**src/rtl/alu_pkg.sv**
```systemverilog
// alu_pkg: opcode encodings and FSM state type shared by alu_seq and its
// iterative multiplier.
package alu_pkg;

    localparam logic [2:0] OP_NOTHING = 3'b000;
    localparam logic [2:0] OP_ADD     = 3'b001;
    localparam logic [2:0] OP_SUB     = 3'b010;
    localparam logic [2:0] OP_MUL     = 3'b011;
    localparam logic [2:0] OP_SHR     = 3'b100;
    localparam logic [2:0] OP_SHL     = 3'b101;
    localparam logic [2:0] OP_XNOR    = 3'b110;
    localparam logic [2:0] OP_SGT     = 3'b111;

    typedef enum logic {
        S_IDLE = 1'b0,
        S_MULT = 1'b1
    } state_e;

endpackage

```
**src/rtl/alu_mul_iter.sv**
```systemverilog
// alu_mul_iter: shift-add unsigned multiplier, one multiplier bit per clock.
// `start` loads the operands; `last` is high during the W-th step, and
// `product` then already includes that step's partial product.
module alu_mul_iter
    import alu_pkg::*;
#(
    parameter int unsigned W = 3
) (
    input  logic           clk,
    input  logic           rst,
    input  logic           start,
    input  logic [W-1:0]   a,
    input  logic [W-1:0]   b,
    output logic           busy,
    output logic           last,
    output logic [2*W-1:0] product
);

    localparam int unsigned CW = $clog2(W);

    logic           busy_q,   busy_d;
    logic [CW-1:0]  cnt_q,    cnt_d;
    logic [2*W-1:0] mcand_q,  mcand_d;
    logic [W-1:0]   mplier_q, mplier_d;
    logic [2*W-1:0] acc_q,    acc_d;
    logic [2*W-1:0] acc_step;

    // Next-state for one shift-add step, or operand load on start.
    always_comb begin
        busy_d   = busy_q;
        cnt_d    = cnt_q;
        mcand_d  = mcand_q;
        mplier_d = mplier_q;
        acc_d    = acc_q;
        acc_step = acc_q + (mplier_q[0] ? mcand_q : '0);
        last     = busy_q && (cnt_q == CW'(W - 1));
        if (start) begin
            busy_d   = 1'b1;
            cnt_d    = '0;
            mcand_d  = {{W{1'b0}}, a};
            mplier_d = b;
            acc_d    = '0;
        end else if (busy_q) begin
            acc_d    = acc_step;
            mcand_d  = mcand_q << 1;
            mplier_d = mplier_q >> 1;
            if (last) begin
                busy_d = 1'b0;
                cnt_d  = '0;
            end else begin
                cnt_d = cnt_q + 1'b1;
            end
        end
    end

    // Datapath and iteration counter registers.
    always_ff @(posedge clk or posedge rst) begin
        if (rst) begin
            busy_q   <= 1'b0;
            cnt_q    <= '0;
            mcand_q  <= '0;
            mplier_q <= '0;
            acc_q    <= '0;
        end else begin
            busy_q   <= busy_d;
            cnt_q    <= cnt_d;
            mcand_q  <= mcand_d;
            mplier_q <= mplier_d;
            acc_q    <= acc_d;
        end
    end

    assign busy    = busy_q;
    assign product = acc_step;

endmodule

```
**src/rtl/alu_seq.sv**
```systemverilog
// alu_seq: handshaked sequential ALU. Single-cycle ops complete on the
// accepting edge; MUL iterates for W further edges. `f` is registered and
// only changes together with the one-cycle `done` strobe.
// Build option: define ALU_SEQ_MUL_EN to include the iterative multiplier;
// without it MUL behaves as NOTHING.
module alu_seq
    import alu_pkg::*;
#(
    parameter int unsigned W = 3
) (
    input  logic           clk,
    input  logic           rst,
    input  logic           execute,
    input  logic [2:0]     opcodein,
    input  logic [W-1:0]   a,
    input  logic [W-1:0]   b,
    output logic           ready,
    output logic           done,
    output logic [2*W-1:0] f
);

    state_e         state_q, state_d;
    logic [2*W-1:0] f_q, f_d;
    logic           done_q, done_d;
    logic [2*W-1:0] ax, bx;
    logic [2*W-1:0] alu_res;

`ifdef ALU_SEQ_MUL_EN
    logic           mul_start;
    logic           mul_busy;
    logic           mul_last;
    logic [2*W-1:0] mul_product;

    alu_mul_iter #(.W(W)) u_mul (
        .clk     (clk),
        .rst     (rst),
        .start   (mul_start),
        .a       (a),
        .b       (b),
        .busy    (mul_busy),
        .last    (mul_last),
        .product (mul_product)
    );

    assign ready = (state_q == S_IDLE) && !mul_busy;
`else
    assign ready = (state_q == S_IDLE);
`endif

    // Single-cycle result on zero-extended operands; MUL handled elsewhere.
    always_comb begin
        ax      = {{W{1'b0}}, a};
        bx      = {{W{1'b0}}, b};
        alu_res = '0;
        case (opcodein)
            OP_ADD:  alu_res = ax + bx;
            OP_SUB:  alu_res = ax - bx;
            OP_SHR:  alu_res = ax >> b;
            OP_SHL:  alu_res = (32'(b) >= 2 * W) ? '0 : (ax << b);
            OP_XNOR: alu_res = {{W{1'b0}}, a ~^ b};
            OP_SGT:  alu_res = {{(2*W-1){1'b0}}, (a > b)};
            default: alu_res = '0;
        endcase
    end

    // Accept/complete control: next state, result and done strobe.
    always_comb begin
        state_d = state_q;
        f_d     = f_q;
        done_d  = 1'b0;
`ifdef ALU_SEQ_MUL_EN
        mul_start = 1'b0;
`endif
        case (state_q)
            S_IDLE: begin
                if (execute && ready) begin
`ifdef ALU_SEQ_MUL_EN
                    if (opcodein == OP_MUL) begin
                        mul_start = 1'b1;
                        state_d   = S_MULT;
                    end else begin
                        f_d    = alu_res;
                        done_d = 1'b1;
                    end
`else
                    f_d    = alu_res;
                    done_d = 1'b1;
`endif
                end
            end
            S_MULT: begin
`ifdef ALU_SEQ_MUL_EN
                if (mul_last) begin
                    f_d     = mul_product;
                    done_d  = 1'b1;
                    state_d = S_IDLE;
                end
`else
                state_d = S_IDLE;
`endif
            end
            default: state_d = S_IDLE;
        endcase
    end

    // State, result and strobe registers.
    always_ff @(posedge clk or posedge rst) begin
        if (rst) begin
            state_q <= S_IDLE;
            f_q     <= '0;
            done_q  <= 1'b0;
        end else begin
            state_q <= state_d;
            f_q     <= f_d;
            done_q  <= done_d;
        end
    end

    assign f    = f_q;
    assign done = done_q;

endmodule

```
**config.mk**
```make
export PLATFORM = sky130hd
export DESIGN_NAME = alu_seq
export DESIGN_NICKNAME = d
export VERILOG_FILES = /design/src/rtl/alu_pkg.sv /design/src/rtl/alu_mul_iter.sv /design/src/rtl/alu_seq.sv
export SDC_FILE = /design/constraint.sdc
export NUM_CORES = 1
export LEC_CHECK = 0
export BUFFER_PORTS_ARGS = -buffer_cell sky130_fd_sc_hd__buf_2
export CORE_UTILIZATION = 55
export CTS_BUF_LIST = sky130_fd_sc_hd__clkbuf_8
export CTS_CLUSTER_DIAMETER = 100
export DETAILED_ROUTE_END_ITERATION = 8
export GPL_TIMING_DRIVEN = 0
export PLACE_DENSITY = 0.87
export SLEW_MARGIN = 20
export SYNTH_ARGS = -nofsm -noshare
export SYNTH_HDL_FRONTEND = slang
export SYNTH_SLANG_ARGS = --single-unit
```
**constraint.sdc**
```tcl
create_clock -name clk -period 0.8 [get_ports clk]
set_input_delay 0.04 -clock clk [delete_from_list [all_inputs] [get_ports clk]]
set_output_delay 0.04 -clock clk [all_outputs]
set_load 0.02 [all_outputs]
```
=== Word-level counts from Yosys, hierarchy flattened ===
Index checks and enable logic that the tools add are counted.
W data, S select, Z words.

* Output and inout bits: 8
* Flip-flop bits (word level): 7
* Bits of input ports: 12
* Logic and storage cells: 18

* $add $sub $neg: 2
* Equality and inequality tests: 6
* Shift-type cells: 2
* Magnitude comparators: 2
* Bitwise logic cells: 1
* Mux-type cells: 3

{| class="wikitable"
|+ Operators with widths
! cell !! number
|-
| $pmux W6 S6 || 1
|-
| $eq A3 B3 Y1 const B || 4
|-
| $mux W6 || 1
|-
| $shl A3 B3 Y6 || 1
|-
| $shr A3 B3 Y6 || 1
|-
| $add A3 B3 Y4 || 1
|-
| $sub A3 B3 Y4 || 1
|-
| $eq A3 B1 Y1 const B || 1
|-
| $eq A3 B2 Y1 const B || 1
|-
| $ge A3 B3 Y1 const B || 1
|-
| $gt A3 B3 Y1 || 1
|-
| $xnor A3 B3 Y3 || 1
|-
| $mux W1 || 1
|}

=== Longest topological paths before layout ===
Gate-level depths: netlist (run 1).

* Depth after elaboration: 3
* Mapped depth: 9
* Mapped depth without buffers: 9

=== Worst setup path after synthesis (run 1) ===
No wires, ideal clock.

* Kind: input to register
* Start: in a[0]
* End: reg f_q[2] (netlist: f[2])
* Arrival: 1.678 ns
* Cell stages on the path: 8
* Buffers on the path: 0
* Library setup time: 0.140 ns
* Slack: -1.019 ns
* Required time: 0.660 ns
* Cell sequence: inv_1 > ha_1 > inv_1 > fa_1 > fa_1 > mux2_2 > a221oi_1 > o22ai_1

* Cells in the longest elaborated chain, start to end: 3
* Elaborated cells on any way between the ends: 6
* Classes of those cells: 2 x add/sub; 2 x shift; 2 x mux

{| class="wikitable"
|+ RTL lines
! what !! line !! source
|-
| start, declared || alu_seq.sv:15 || <nowiki>input logic [W-1:0] a,</nowiki>
|-
| $shl A3 B3 Y6 || alu_seq.sv:59 || <nowiki>OP_SHL: alu_res = (32'(b) >= 2 * W) ? '0 : (ax << b);</nowiki>
|-
| $mux W6 || alu_seq.sv:59 ||
|-
| $pmux W6 S6 * || alu_seq.sv:55 || <nowiki>case (opcodein)</nowiki>
|-
| end signal, assigned || alu_seq.sv:110 || <nowiki>f_q <= '0;</nowiki>
|-
| end signal, assigned || alu_seq.sv:114 || <nowiki>f_q <= f_d;</nowiki>
|-
| end, declared || alu_seq.sv:23 || <nowiki>logic [2*W-1:0] f_q, f_d;</nowiki>
|}

Mark *: on every way between the ends. The rest lies on a longest branch, timed or not.
A chain may end at the register's enable or synchronous reset.

=== Worst setup path after layout (run 1) ===
Same ends and word-level chain as after synthesis.

==> metrics.cfg, run 1 <==
[status]
status=finished with violations
failed_checks=negative setup slack

[synth]
avgSynthCellArea_um2=8.619
netlist_area_um2=853.3
synthSimpleGateAreaFrac=0.1584
muxShareOfSynthArea=0.07038
ys_warn_count=0
synthArstFlopShare=1.000
synth_compound_area_frac=0.2463
synthDistinctLibCells=39
synth_top_area_frac=0.2053
synthCells=99
ys_top_cells_by_area=dfrtp_1 (21%), ha_1 (10%), fa_1 (7.0%)
synthesis.nets=121
synth-edff-count=0
synth-seq-cells=7
synth_top_family_by_area=compound AO/OA/AOI/OAI gates
synthAdderAreaFrac=0.1730
yosysTopAreaCell=dfrtp_1
ys_seq_area_frac=0.2053
synth_ff_type=dfrtp_1
synth-xor-area-share=0.01026

[power_and_ir_drop]
p_seq_frac=0.253
clockPowerShare=0.309
p_switching_mw=0.5724
swShare=0.3491
p_comb_frac=0.439
power_density_nw_per_um2=1294
internal-power_mw=1.067
leakagePower_nw=0.5592
ir_drop_v=0.001025

[placed_design]
dp_cells=131
gp_congestion=0.8941
dp_hpwl_mm=1.438
port_buffers=17

[floorplan]
die_w_um=41.39
rows=13
io_pins=20
die_h_um=41.39
start_util=0.6245
die-area_um2=1713
core_um2=1366

[worst_setup_path]
endpoint_kind=flop
critPathArrivalTime_ns=1.74
timing.rr.end=f[3]
crit_path_end=f[2]
r2r_setup_slack_ns=0.08
setup.worst_path.start_class=input port
crit_path_max_fanout=2
critPathLaunch=a[0]
reg2reg_depth=2
reg2reg_from=f[3]
critPathKind=in2reg
cp.required_ns=0.89

[sta]
final.setup.worst_slack_ns=-0.8417
hold-worst-slack_ns=0.3325
skew_ns=0
fin_crit_sh=2.052
maxSlewViolCount=0
fin_crit_ns=1.642
final-hold-violation-count=0
timing.fmax_mhz=609.1
setup_viol=9
rsz0062_at_grt=true

[routing]
drtIter0Drc=58
drtAntennaViolNets=0
drcViolationCount=0
avgViaCountPerCell=6.706
wl_mm=3.114
drt-pass1-iter-count=4
wl_per_cell_um=21.78
num_vias=959

[clocking]
cts_tree=yes
numCtsBuffers=3
clock_latency_ns=0.23
ctsRootBufferMaster=clkbuf_8
clock-sinks=7
htreeDepth=1
clk_pin_slew_ns=0.04
cts_buffer_depth=2

[global_routing]
antenna_found_initial=0
grt_pass1_wl_mm=3.201
grt_pass1_vias=732
use_met3=0.09574
grt_max_degree=11
met2_usage=0.5117
grt_usage=0.2954
use_met1=0.3558
grt-busiest-layer=met2
gr-total-overflow=0

[final_layout]
nNetsFinal=151
layoutNonFillerInstCount=143
syn_to_final_growth_pct=48.53
drive_gt1_frac=0.4766
diodes=0

[min_path]
holdCritPathClass=in2reg

[flow_run]
max-cap-violations=0

-- flip-flops by register name, indices dropped and copies added, names as in the netlist --
register / count
f: 6
done: 1
-- power by group through the flow --
stage | clock (mW) | sequential (mW) | combinational [mW]
2_1_floorplan | 0 | 0.448 | 0.339
3_3_place_gp | 0 | 0.404 | 0.513
3_5_place_dp | 0 | 0.406 | 0.527
4_1_cts | 0.500 | 0.403 | 0.616
5_1_grt | 0.533 | 0.417 | 0.763
6_report | 0.506 | 0.414 | 0.720
-- cell type report --
| type | instances | area (µm²) |
|---|---|---|
| Buffer | 6 | 61.31 |
| Clock buffer | 3 | 41.29 |
| Clock inverter | 1 | 3.754 |
| Fill cell | 53 | 98.84 |
| Inverter | 16 | 75.07 |
| Multi-Input combinational cell | 70 | 666.9 |
| Sequential cell | 7 | 175.2 |
| Tap cell | 15 | 18.77 |
| Timing Repair Buffer | 25 | 225.2 |
-- synth_stat cells (2+ instances only) --
master and n:
dfrtp_1 7, and2b_2 3, buf_6 2, a211oi_1 2, mux2_2 3, a31oi_1 2, ha_1 7, fa_1 3
inv_1 16, a221oi_1 2, nor2_1 5, nand2_1 6, o22ai_1 4, nor2b_1 2, o21ai_0 6, a21oi_1 6
-- cell usage in the layout, fill, tap and decap left out, drive strengths merged, types with 2 or more instances in the layout --
cell type,instances
a211oi,3
a21oi,6
a221oi,2
a31oi,2
and2b,4
buf,27
clkbuf,5
dfrtp,7
dlygate4sd3,2
fa,3
ha,7
inv,17
mux2,5
nand2,6
nor2,5
nor2b,2
nor3b,2
o21ai,6
o22ai,4
-- metrics by stage --
stage          utilization  power [mW]  setup WS (ns)  setup TNS, ns  area (µm²)
2_1_floorplan            -      0.7868        -0.8458         -3.119       918.4
3_3_place_gp        0.7482      0.9169         -1.123         -4.849        1022
3_5_place_dp        0.7482      0.9324         -1.126         -5.056        1022
4_1_cts             0.8855       1.519        -0.8074         -2.746        1210
5_1_grt             0.9277       1.714        -0.8507         -3.422        1267
6_report            0.9277       1.640        -0.8417         -3.133        1267
-- cells by family (layout without fill, tap and decap cells) --
family | count (synthesis) | after routing
XOR/XNOR | 1 | 1
adder cells (fa/ha/maj) | 10 | 10
buffers and inverters | 22 | 51
multiplexers | 5 | 5
flip-flops | 7 | 7
AO/OA/AOI/OAI | 30 | 30
other | 1 | 1
AND/OR/NAND/NOR | 23 | 23
-- worst max-delay path, cell delays in order --
cell      delay [ns]
buf_12          0.11
inv_12          0.04
ha_4            0.13
inv_2           0.04
fa_2            0.33
fa_2            0.41
mux2_4          0.28
a221oi_2        0.26
o22ai_1         0.10
-- metal layers --
layer / routed length (µm) / part of all wire
met3: 257 / 0.083
met5: 0 / 0
met2: 1593 / 0.51
met4: 138 / 0.044
met1: 1125 / 0.36
-- how the worst min path moves through the flow --
| stage | startpoint | to | cells past startpoint |
|---|---|---|---|
| 2_1_floorplan | rst | done | 1 |
| 3_3_place_gp | rst | f[1] | 2 |
| 3_5_place_dp | rst | f[2] | 2 |
| 4_1_cts | rst | f[1] | 3 |
| 5_1_grt | opcodein[1] | f[0] | 4 |
| 6_report | opcodein[1] | f[0] | 4 |
-- what timing repair did --
item,4_1_cts,5_1_grt
setup buffers,5,1
resized for setup,22,13
setup endpoints to repair,8,12
endpoints found under the hold margin,8,0
pin swaps,9,4
hold buffers,2,0
Power figures use the tool's default switching activity.
==> inputs of run 2 (changes only) <==
--- a/config.mk
+++ b/config.mk
@@ -6,12 +6,14 @@
 export NUM_CORES = 1
 export LEC_CHECK = 0
 export BUFFER_PORTS_ARGS = -buffer_cell sky130_fd_sc_hd__buf_2
-export CORE_UTILIZATION = 55
+export CELL_PAD_IN_SITES_DETAIL_PLACEMENT = 1
+export CELL_PAD_IN_SITES_GLOBAL_PLACEMENT = 1
+export CORE_UTILIZATION = 41
 export CTS_BUF_LIST = sky130_fd_sc_hd__clkbuf_8
 export CTS_CLUSTER_DIAMETER = 100
 export DETAILED_ROUTE_END_ITERATION = 8
 export GPL_TIMING_DRIVEN = 0
-export PLACE_DENSITY = 0.87
+export PLACE_DENSITY = 0.88
 export SLEW_MARGIN = 20
 export SYNTH_ARGS = -nofsm -noshare
 export SYNTH_HDL_FRONTEND = slang
==> run 2 against run 1 <==
The flow still finishes with violations (negative setup slack). Sequential share of layout area up 0.38 points. Die area is 32% higher. Clock power is 3% lower. Worst hold slack got worse by 0.019 ns. Sequential power about the same. Final cell count increased by 6.3%. Wire length fell by 4.2%. Combinational power down 3%. Power down 2.0%. Largest cell class unchanged. Highest routed layer unchanged.
==> metrics.cfg, run 2 (same netlist as run 1, synthesis figures left out) <==
[status]
status=finished with violations
failed_checks=negative setup slack

[placed_design]
port_buffers=17  ; unchanged
dp_hpwl_mm=1.924  ; +34%
place_area_um2=1037  ; +1.5%
gp_congestion=0.7722  ; -14%

[final_layout]
fin_util=0.6288  ; -0.2988
largest_register_ffs=6  ; unchanged
final_cell_mix=inv_1 (13), buf_2 (9), buf_6 (8), dfrtp_1 (7)
syn_to_final_growth_pct=44.57
nNetsFinal=148  ; -2.0%
drive_gt1_frac=0.4240  ; -0.05256
num-fill-cells=237  ; +350%
multi_input_area_um2=654.4  ; -1.9%
diodes=0  ; unchanged
finalInstanceArea_um2=1234  ; -2.7%
final_common_cell=inv_1
seq_area_um2=175.2  ; unchanged

[floorplan]
io_pins=20  ; unchanged
core_um2=1962  ; +44%
start_util=0.4349  ; -0.1896
die-area_um2=2268  ; +32%
die_w_um=47.62  ; +15%
die_h_um=47.62  ; +15%
rows=16  ; +3

[worst_setup_path]
critPathArrivalTime_ns=1.80  ; +0.06 ns
slowest_stage=fa_2
critPathKind=in2reg
endpoint_kind=flop
crit_path_max_fanout=2  ; unchanged
critical_path_buf_inv_count=3  ; unchanged
cp_common_cell=fa_2
critical-path-top-delay-family=adder cells
cp.required_ns=0.89  ; about the same
setup.worst_path.start_class=input port
cpPeakStageDelay_ns=0.42  ; about the same
cp_cell_sequence=buf_12, inv_12, ha_4, inv_2, fa_2, fa_2, mux2_4, a221oi_4, o22ai_1

[global_routing]
grt_pass1_wl_mm=4.250  ; +33%
grt_usage=0.2865  ; -0.008863
gr-total-overflow=0  ; unchanged
grt_pass1_vias=891  ; +22%
grt_max_degree=11  ; unchanged
antenna_found_initial=0  ; unchanged

[sta]
final.setup.worst_slack_ns=-0.9101  ; -0.06840 ns
maxSlewViolCount=0  ; unchanged
fin_crit_sh=2.138  ; +0.08550
fin_crit_ns=1.710  ; +0.06840 ns
hold-worst-slack_ns=0.3131  ; -0.01941 ns
setup_viol=8  ; -1
skew_ns=0  ; unchanged
rsz0062_at_grt=true
setup_tns_ns=-4.002  ; -0.8694 ns
final-hold-violation-count=0  ; unchanged
timing.fmax_mhz=584.7  ; -4.0%

[routing]
drtAntennaViolNets=0  ; unchanged
wl_mm=2.983  ; -4.2%
drcViolationCount=0  ; unchanged
num_vias=854  ; -11%
drtIter0Drc=28  ; -52%
wl_per_cell_um=19.63  ; -9.9%
avgViaCountPerCell=5.618  ; -16%
drt-pass1-iter-count=6  ; +2

[clocking]
cts_buffer_depth=2  ; unchanged
cts_tree=yes
numCtsBuffers=3  ; unchanged
clock-sinks=7  ; unchanged
htreeDepth=1  ; unchanged
clock_latency_ns=0.23  ; about the same
ctsRootBufferMaster=clkbuf_8
clk_pin_slew_ns=0.04  ; about the same

[power_and_ir_drop]
leakagePower_nw=0.5411  ; -3.2%
power_mw=1.608  ; -2.0%
power_density_nw_per_um2=1303  ; +0.73%
ir_drop_v=0.0007672  ; -25%

[flow_run]
max-cap-violations=0  ; unchanged

[min_path]
holdCritPathClass=in2async

-- run 2: changes by cell type in the layout (fill, tap and decap cells not counted), sizes merged --
cell    change
buf         -2
clkbuf      -1
-- run 2: report_power, final --
| part | switching, mW | internal, mW |
|---|---|---|
| Clock | 0.161 | 0.332 |
| Combinational | 0.365 | 0.337 |
| Sequential | 0.0251 | 0.388 |
| Total | 0.551 | 1.06 |
-- run 2: path summary, 6_finish.rpt --
| kind | depth (start not counted) | startpoint | endpoint | slack, ns |
|---|---|---|---|---|
| max | 9 | a[0] | f[2] | -0.91 |
| min | 3 | rst | f[5] | 0.31 |
| max reg2reg | 3 | f[4] | f[4] | -0.08 |
| min reg2reg | 2 | f[2] | f[2] | 0.56 |
| max in group asynchronous | 3 | rst | f[1] | 0.27 |
| min in group clk | 4 | opcodein[1] | f[0] | 0.31 |
-- run 2: area by class of cell --
type / count / area share
buffer: 6 / 0.04970
clock buffer: 3 / 0.03347
clock inverter: 1 / 0.003043
inverter: 16 / 0.06085
multi-input combinational: 70 / 0.5304
sequential: 7 / 0.1420
tap: 27 / 0.02738
timing repair buffer: 22 / 0.1531
-- run 2: metal layers --
layer / wire, µm / GRT usage / vias up / part of all wire
li1: - / - / 393 / -
met1: 1009 / 0.2831 / 412 / 0.34
met2: 1714 / 0.5260 / 32 / 0.57
met3: 82 / 0.05660 / 17 / 0.027
met4: 176 / 0.2111 / 0 / 0.059
met5: 0 / 0 / - / 0
-- run 2: timing repair --
item	in CTS	in global routing
hold buffers	2	0
endpoints found under the hold margin	8	0
endpoints found under the setup margin	10	13
cloned	0	0
gates resized for setup	18	7
pin swaps	6	2
setup buffers	3	0
-- run 2: worst min-delay path: stages --
cell           delay, ns
dlygate4sd3_1       0.55
buf_2               0.12
inv_1               0.21
-- run 2: per-stage QoR --
stage	worst slack, ns	std cells
6_report	-0.9101	152
5_1_grt	-0.9726	152
4_1_cts	-0.8812	152
3_5_place_dp	-1.207	143
3_3_place_gp	-1.118	143
2_1_floorplan	-0.8458	99
==> inputs of run 3 (changes only) <==
--- a/config.mk
+++ b/config.mk
@@ -18,3 +18,4 @@
 export SYNTH_ARGS = -nofsm -noshare
 export SYNTH_HDL_FRONTEND = slang
 export SYNTH_SLANG_ARGS = --single-unit
+export TNS_END_PERCENT = 10
==> run 3 against run 2 <==
The run still ends with negative setup slack left. Die area did not move. Clock skew did not move. Wire length fell by 13%. Core utilization fell by 2.8 points. First-iteration DRC count fell by 82%. Final cell count rose by 0.66%. Worst hold slack got worse by 0.0064 ns. Sequential power fell by 2%. Via count fell by 3.7%.
==> metrics.cfg, run 3 (same netlist as run 1, synthesis figures left out) <==
[placed_design]
dp_hpwl_mm=1.742  ; -9.5%
port_buffers=17  ; unchanged
place_area_um2=987.2  ; -4.8%
gp_congestion=0.7399  ; -4.2%

[final_layout]
finalInstanceArea_um2=1179  ; -4.5%
nNetsFinal=149  ; +0.68%
drive_gt1_frac=0.4206  ; -0.003365
syn_to_final_growth_pct=38.12
largest_register_ffs=6  ; unchanged
diodes=0  ; unchanged
final_cell_mix=inv_1 (14), buf_2 (13), dfrtp_1 (7)
final_common_cell=inv_1

[power_and_ir_drop]
ir_drop_v=0.0009312  ; +21%
p_switching_mw=0.5119  ; -7.1%
internal-power_mw=1.001  ; -5.3%
swShare=0.3383  ; -0.004251
p_seq_frac=0.267  ; +0.010
p_comb_frac=0.400  ; -0.036
power_density_nw_per_um2=1284  ; -1.5%
leakagePower_nw=0.5263  ; -2.7%
clockPowerShare=0.333  ; +0.026
power_mw=1.513  ; -5.9%

[sta]
setup_tns_ns=-3.607  ; +0.3953 ns
fin_crit_sh=2.011  ; -0.1267
timing.fmax_mhz=621.6  ; +6.3%
skew_ns=0  ; unchanged
fin_crit_ns=1.609  ; -0.1014 ns
final.setup.worst_slack_ns=-0.8088  ; +0.1014 ns
rsz0062_at_grt=true
maxSlewViolCount=0  ; unchanged
setup_viol=9  ; +1
final-hold-violation-count=0  ; unchanged

[flow_run]
max-cap-violations=0  ; unchanged

[clocking]
htreeDepth=1  ; unchanged
clock-sinks=7  ; unchanged
ctsRootBufferMaster=clkbuf_8
clk_pin_slew_ns=0.04  ; about the same
cts_tree=yes
clock_latency_ns=0.23  ; about the same
numCtsBuffers=3  ; unchanged
cts_buffer_depth=2  ; unchanged

[global_routing]
grt_usage=0.2612  ; -0.02529
grt_pass1_wl_mm=4.002  ; -5.8%
grt_max_degree=11  ; unchanged
grt_pass1_vias=840  ; -5.7%
gr-total-overflow=0  ; unchanged
antenna_found_initial=0  ; unchanged

[floorplan]
io_pins=20  ; unchanged
die-area_um2=2268  ; unchanged
rows=16  ; unchanged
core_um2=1962  ; unchanged
start_util=0.4349  ; unchanged
die_w_um=47.62  ; unchanged
die_h_um=47.62  ; unchanged

[worst_setup_path]
setup.worst_path.start_class=input port
timing.rr.end=f[0]
critPathKind=in2reg
reg2reg_depth=2  ; -1
cp.required_ns=0.89  ; about the same
crit_path_max_fanout=2  ; unchanged
critPathArrivalTime_ns=1.70  ; -0.10 ns
critPathLaunch=a[0]
reg2reg_from=f[0]
r2r_setup_slack_ns=0.15  ; +0.23 ns
endpoint_kind=flop

[routing]
drtAntennaViolNets=0  ; unchanged
num_vias=822  ; -3.7%
drt-pass1-iter-count=3  ; -3
drtIter0Drc=5  ; -82%
wl_per_cell_um=16.93  ; -14%
wl_mm=2.591  ; -13%
avgViaCountPerCell=5.373  ; -4.4%
drcViolationCount=0  ; unchanged

[status]
status=finished with violations
failed_checks=negative setup slack

[min_path]
holdCritPathClass=in2async

[run 3: cell count changes in the layout (fill, tap and decap cells not counted), sizes merged]
cell      delta
buf          +1
clkinvlp     +1
inv          -1
[run 3: routing by layer]
layer / routed length, µm / global-route usage
met1: 1098 / 0.3198
met2: 1360 / 0.4548
met3: 57 / 0.05283
met4: 74 / 0.08889
met5: 0 / 0
[run 3: cell type report]
type | count | area [µm²]
Buffer | 6 | 52.55
Clock buffer | 3 | 41.29
Clock inverter | 1 | 3.754
Fill cell | 246 | 783.3
Inverter | 16 | 71.32
Multi-Input combinational cell | 70 | 629.4
Sequential cell | 7 | 175.2
Tap cell | 27 | 33.78
Timing Repair Buffer | 23 | 171.4
[run 3: what timing repair did]
item                                    in CTS  in global routing
hold buffers                                 2                  0
endpoints found under the setup margin       8                 13
setup buffers                                3                  1
gates resized for setup                     18                  6
hold endpoints to repair                     8                  0
pin swaps                                   10                  4
[run 3: power by group through the flow]
stage | logic (mW) | clock network (mW) | registers [mW]
after floorplan | 0.306 | 0 | 0.448
after global placement | 0.479 | 0 | 0.405
after detailed placement | 0.499 | 0 | 0.407
after CTS | 0.580 | 0.509 | 0.402
after global routing | 0.662 | 0.533 | 0.409
final | 0.605 | 0.504 | 0.404
[run 3: worst max-delay path, stage by stage]
cell	delay, ns
buf_12	0.11
inv_8	0.05
ha_4	0.12
inv_2	0.04
fa_2	0.33
fa_2	0.40
mux2_4	0.28
a221oi_2	0.25
o22ai_1	0.09
[run 3: through the flow]
step	setup slack, ns	cells	util	hold WS (ns)
2_1_floorplan	-0.9511	99	-	-0.1566
3_3_place_gp	-1.192	143	0.5032	-0.03616
3_5_place_dp	-1.231	143	0.5032	-0.005253
4_1_cts	-0.8918	152	0.5861	0.3171
5_1_grt	-0.8742	153	0.6008	0.3323
6_report	-0.8088	153	0.6008	0.3068
[run 3: worst max path at each step]
stage	end	slack [ns]	cells after the start
6_report	f[2]	-0.81	9
5_1_grt	f[2]	-0.87	8
4_1_cts	f[2]	-0.89	9
3_5_place_dp	f[2]	-1.23	9
3_3_place_gp	f[2]	-1.19	9
2_1_floorplan	f[2]	-0.95	8
